[config.mk]
export PLATFORM = sky130hd
export DESIGN_NAME = bcd_counter_array
export DESIGN_NICKNAME = d
export VERILOG_FILES = /design/src/rtl/bcd_counter_array.sv
export SDC_FILE = /design/constraint.sdc
export NUM_CORES = 1
export LEC_CHECK = 0
export ABC_CLOCK_PERIOD_IN_PS = 4900
export CORE_MARGIN = 2
export CORE_UTILIZATION = 34
export CTS_BUF_LIST = sky130_fd_sc_hd__clkbuf_16
export DETAILED_ROUTE_END_ITERATION = 8
export PLACE_DENSITY = 0.56
export SYNTH_ARGS = -nofsm -noshare
export SYNTH_HDL_FRONTEND = slang
export SYNTH_SLANG_ARGS = --single-unit
[constraint.sdc]
create_clock -name clk -period 4.9 [get_ports clk]
set_input_delay 0.98 -clock clk [delete_from_list [all_inputs] [get_ports clk]]
set_output_delay 0.98 -clock clk [all_outputs]
set_load 0.01 [all_outputs]
[src/rtl/bcd_counter_array.sv]
// Multi-digit BCD up/down counter with validated load, clear, wrap/saturate terminal handling.
// Latency: one cycle from request to count/ovf/load_err; tc is combinational from the current count and controls.
// No backpressure: a request is accepted on every edge, resolved by clr > load > en priority.
module bcd_counter_array #(
    parameter int NUM_DIGITS = 8,
    parameter int SATURATE   = 0
) (
    input  logic                      clk,
    input  logic                      rstn,
    input  logic                      en,
    input  logic                      up,
    input  logic                      clr,
    input  logic                      load,
    input  logic [4*NUM_DIGITS-1:0]   load_val,
    input  logic                      ovf_clr,
    output logic [4*NUM_DIGITS-1:0]   count,
    output logic                      tc,
    output logic                      ovf,
    output logic                      load_err
);

    localparam int W = 4 * NUM_DIGITS;

    logic [W-1:0] step_val;
    logic         load_ok;
    logic         at_term;
    logic         hold_sat;
    logic         all9;
    logic         all0;
    logic [3:0]   dig;

    // Per-digit BCD step gated by "every lower digit is 9 (up) / 0 (down)";
    // no binary carry ever crosses a digit boundary. Also validates load_val.
    always_comb begin
        step_val = '0;
        load_ok  = 1'b1;
        all9     = 1'b1;
        all0     = 1'b1;
        dig      = '0;
        for (int i = 0; i < NUM_DIGITS; i++) begin
            dig = count[4*i +: 4];
            if (up) begin
                if (all9) begin
                    step_val[4*i +: 4] = (dig == 4'd9) ? 4'd0 : dig + 4'd1;
                end else begin
                    step_val[4*i +: 4] = dig;
                end
            end else begin
                if (all0) begin
                    step_val[4*i +: 4] = (dig == 4'd0) ? 4'd9 : dig - 4'd1;
                end else begin
                    step_val[4*i +: 4] = dig;
                end
            end
            all9 = all9 & (dig == 4'd9);
            all0 = all0 & (dig == 4'd0);
            if (load_val[4*i +: 4] > 4'd9) begin
                load_ok = 1'b0;
            end
        end
    end

    // Terminal value depends on direction: all nines counting up, all zeros counting down.
    assign at_term  = up ? all9 : all0;
    assign tc       = en & ~clr & ~load & at_term;
    // In saturate mode a step from the terminal value is suppressed; in wrap mode the
    // digit step above already rolls over to the opposite extreme.
    assign hold_sat = (SATURATE != 0) && at_term;

    // Count register and one-cycle load rejection pulse, clr > load > en.
    always_ff @(posedge clk or negedge rstn) begin
        if (!rstn) begin
            count    <= '0;
            load_err <= 1'b0;
        end else if (clr) begin
            count    <= '0;
            load_err <= 1'b0;
        end else if (load) begin
            if (load_ok) begin
                count <= load_val;
            end
            load_err <= ~load_ok;
        end else begin
            load_err <= 1'b0;
            if (en && !hold_sat) begin
                count <= step_val;
            end
        end
    end

    // Sticky overflow: a new terminal event outranks ovf_clr in the same cycle.
    always_ff @(posedge clk or negedge rstn) begin
        if (!rstn) begin
            ovf <= 1'b0;
        end else if (tc) begin
            ovf <= 1'b1;
        end else if (ovf_clr) begin
            ovf <= 1'b0;
        end
    end

endmodule

# == Word-level counts from Yosys, hierarchy flattened ==
# Index checks and enable logic that the tools add are counted.
# op_classes
shift,0
n_reduce_logical,25
add_sub_neg,16
mul,0
n_mux,55
n_bitwise,20
eq_ne,16
div,0
n_lt_le_gt_ge,8
# ops
op,count
4-bit 2-to-1 mux,38
32-bit 2-to-1 mux,4
4-bit by 1-bit adder with 4-bit output (second input constant),8
4-bit equality test (second input constant),8
4-bit > comparator (second input constant),8
4-bit zero test,8
4-bit by 1-bit subtractor with 4-bit output (second input constant),8
4-bit by 1-bit inequality test with 1-bit output (second input constant),7
4-bit AND reduction,7
4-bit nonzero test,7
1-bit AND,17
1-bit 2-to-1 mux,13
3-bit by 2-bit inequality test with 1-bit output (second input constant),1
1-bit inverter,3
3-bit nonzero test,1
2-bit AND reduction,1
2-bit nonzero test,1
# totals
out_inout_bits,35
rom_bits,0
word_cells,150
ram_bits,0
inputBits,39
n_memories,0
register_bits,34
latch_bits,0

# == Depth between registers and ports, before layout ==
# depth
word_depth,12
mapped_depth,8
depth_no_buf,7

# == Worst setup path after synthesis ==
# No wires, ideal clock.
# synth_path
path_type,input port to output port
startpoint,input port load
endpoint,output port tc
path_stages,6
arrival_ps,1971
t_required_ps,3920
path_buffers,2
slack_ps,1949
path_cell_list,buf_2 inv_1 nand2_1 clkbuf_1 nor3b_1 and3_1
# synth_between
elab_chain_len,3
# synth_lines
item,line_no,rtl
from (decl),13,"input logic load,"
1-bit inverter,65,assign tc = en & ~clr & ~load & at_term;
1-bit AND (2 in a row),65,
to (decl),17,"output logic tc,"
# No other way between the ends.

# == Worst setup path in the final report ==
# layout_path
startpoint,input port up
endpoint,output port tc
# layout_between
elab_chain_len,2
# layout_lines
item,line_no,rtl
from (decl),11,"input logic up,"
1-bit 2-to-1 mux,64,assign at_term = up ? all9 : all0;
1-bit AND,65,
# No other way between the ends.

==> impl_metrics.json <==
{
  "grtUsageTotal_pct": 19.0,
  "wl_per_cell_um": 16.4,
  "ctsHoldBuffers": 0,
  "slew_headroom_pct": 52.3,
  "die-area_um2": 10700,
  "wl_met1_um": 4440,
  "cts.repair.resized": 0,
  "post_cts_buffers": 0,
  "rows": 36,
  "hold_class": "flop to flop",
  "status": "finished, final reports clean",
  "critPathKind": "primary input to output port",
  "period_needed_ns": 4.15,
  "antenna_found_initial": 0,
  "gp_congestion": 0.870,
  "coreArea_um2": 9680,
  "synth-edff-count": 0,
  "avgSynthCellArea_um2": 8.27,
  "p_total_mw": 1.25,
  "setup_tns_ns": 0,
  "grt_max_degree": 35,
  "viasPerCell": 5.52,
  "post-place-ws_ns": 0.730,
  "clock-skew-final_ns": 0.00417,
  "worst_pin_slew_ns": 0.712,
  "fin_ws_ns": 0.755,
  "maxUsedRoutingLayer": "met4",
  "synth-async-reset-ratio_pct": 100,
  "slew_violations": 0,
  "fill_cells": 966,
  "wl_met3_um": 549,
  "setup_violations": 0,
  "synth_ff_type": "dfrtp_1",
  "dp_hpwl_um": 7170,
  "leakage_nw": 1.75,
  "critPathMaxFanout": 12,
  "cts.htree.levels": 2,
  "ant_nets": 0,
  "grt_pass1_vias": 3236,
  "worst_path_max_delay_cell": "clkdlybuf4s50_1",
  "startpoint_type": "primary input",
  "nNetsFinal": 516,
  "start_util_pct": 34.8,
  "areaGrowthSynthToFinish_pct": 28.0,
  "dr.pass1.iters": 5,
  "synth_area_um2": 3370,
  "syn_nets": 459,
  "totalWireLength_um": 9780,
  "min_period_over_period_pct": 84.6,
  "grt-ovfl-total": 0,
  "pin_count": 74,
  "irDropWorstVdd_v": 0.000180,
  "worstPathArrival_ns": 3.17,
  "grt_pass1_wl_um": 16000,
  "first_iter_violations": 104,
  "routed-wl-met2_um": 4700,
  "tritoncts": "built",
  "critPathMaxStageDelay_ns": 0.74,
  "yosysWarnings": 0,
  "max-clock-path-buffers": 2,
  "io_buffers": 73,
  "powerDensity_nw_per_um2": 291,
  "clk_pin_slew_ns": 0.06,
  "cts_buffers": 5,
  "drive_above_1_share_pct": 12.3,
  "synth-seq-cells": 34,
  "yosysSeqAreaShare_pct": 25.3,
  "n_antenna_cell": 0,
  "max-cap-violations": 0,
  "worst_ep_required_time_ns": 3.92,
  "finalHoldViolations": 0,
  "ys_types": 68,
  "clkSinkCount": 34,
  "clkLatencyLatePin_ns": 0.28,
  "critPathBufInv": 2,
  "die_y_um": 103,
  "cts-root-buf": "clkbuf_16",
  "drc_errors": 0,
  "die_x_um": 103,
  "end_kind": "output port",
  "vias": 3298,
  "multi_input_area_um2": 2280,
  "cpMostUsedCell": "clkdlybuf4s50_1",
  "rsz0062_at_grt": "no",
  "fmax_mhz": 241,
  "critPathTopFamily": "buffers and inverters",
  "seq_area_um2": 851,
  "path_cells": "clkdlybuf4s50_1 -> and4b_1 -> nand4_2 -> o32ai_1 -> and3_1 -> clkdlybuf4s50_1",
  "synthCells": 407
}
[Yosys cell counts, types with 3 or more instances]
cell | number | area, µm²
a211oi_1 | 7 | 52.6
a21oi_1 | 16 | 80.1
a221oi_1 | 3 | 26.3
a31oi_1 | 7 | 43.8
a32o_1 | 3 | 30.0
and3_1 | 6 | 37.5
and3b_1 | 3 | 26.3
buf_1 | 3 | 11.3
buf_2 | 14 | 70.1
buf_6 | 3 | 33.8
clkbuf_1 | 13 | 48.8
dfrtp_1 | 34 | 851
ha_1 | 13 | 163
inv_1 | 18 | 67.6
mux2_1 | 6 | 67.6
mux2_2 | 18 | 203
mux2_4 | 3 | 45.0
mux2i_1 | 9 | 90.1
nand2_1 | 41 | 154
nand2b_1 | 4 | 25.0
nand3_1 | 17 | 85.1
nand4_1 | 4 | 25.0
nor2_1 | 29 | 109
nor2b_1 | 8 | 50.1
nor3_1 | 15 | 75.1
nor3b_1 | 3 | 22.5
o211ai_1 | 8 | 60.1
o21ai_0 | 30 | 150
o21ba_2 | 3 | 30.0
o21bai_1 | 3 | 22.5
xnor2_1 | 6 | 52.6
xor2_1 | 4 | 35.0
[metrics by stage]
step	utilization (%)	hold WS (ns)	instances	cell area, µm²
after floorplan	-	0.521	407	3370
after global placement	43.1	0.471	590	4170
after detailed placement	43.1	0.476	590	4170
after CTS	44.5	0.484	597	4310
after global routing	44.5	0.493	597	4310
final	44.5	0.481	597	4310
[flip-flops by register name, indices dropped and copies added, names as in the netlist]
register	cells
count	32
load_err	1
ovf	1
[cells in the final DEF (no fill, tap or decap), drive strengths merged, types with 3 or more instances in the layout]
master	instances
a211oi	7
a21oi	16
a221oi	3
a31oi	7
a32o	3
and3	6
and3b	3
buf	10
clkbuf	5
clkdlybuf4s50	73
dfrtp	34
ha	13
inv	20
mux2	27
mux2i	9
nand2	41
nand2b	4
nand3	18
nand4	5
nor2	30
nor2b	8
nor3	15
nor3b	5
nor4b	3
o211ai	10
o21ai	31
o21ba	3
o21bai	3
o32ai	4
xnor2	6
xor2	4
[power breakdown]
group | leakage, nW | internal (mW) | switching, mW
combinational | 1.24 | 0.285 | 0.231
sequential | 0.442 | 0.323 | 0.116
clock | 0.0723 | 0.182 | 0.117
[cell type report]
type                            count  share of cell area (%)
Clock inverter                      2                   0.174
Sequential cell                    34                    19.8
Clock buffer                        5                    2.91
Tap cell                          133                    3.86
Timing Repair Buffer               83                    18.7
Inverter                           18                    1.57
Multi-Input combinational cell    322                    53.0
[path summary, 6_finish.rpt]
check                          start   endpoint  slack [ns]  cells past startpoint
min in group asynchronous       rstn   count[1]        1.14                      2
max                               up         tc        0.75                      6
min                              ovf        ovf        0.48                      1
max reg2reg                count[12]  count[29]        2.42                      7
max in group asynchronous       rstn  count[21]        3.41                      2
min reg2reg                      ovf        ovf        0.48                      1
[metal layers]
metal  up-vias  GRT usage (%)
met5         -              0
met3         8           2.89
li1       1608              -
met4         0           4.76
met2        96           31.8
met1      1586           25.6
[logic make-up after synthesis]
logic type               after synthesis  share of synthesized area, %
AND/OR/NAND/NOR                      153                          25.3
XOR/XNOR                              10                          2.60
multiplexers                          36                          12.0
AO/OA/AOI/OAI                        110                          23.1
buffers and inverters                 51                          6.88
adder cells (fa/ha/maj)               13                          4.83
flip-flops                            34                          25.3
Power figures use the tool's default switching activity.
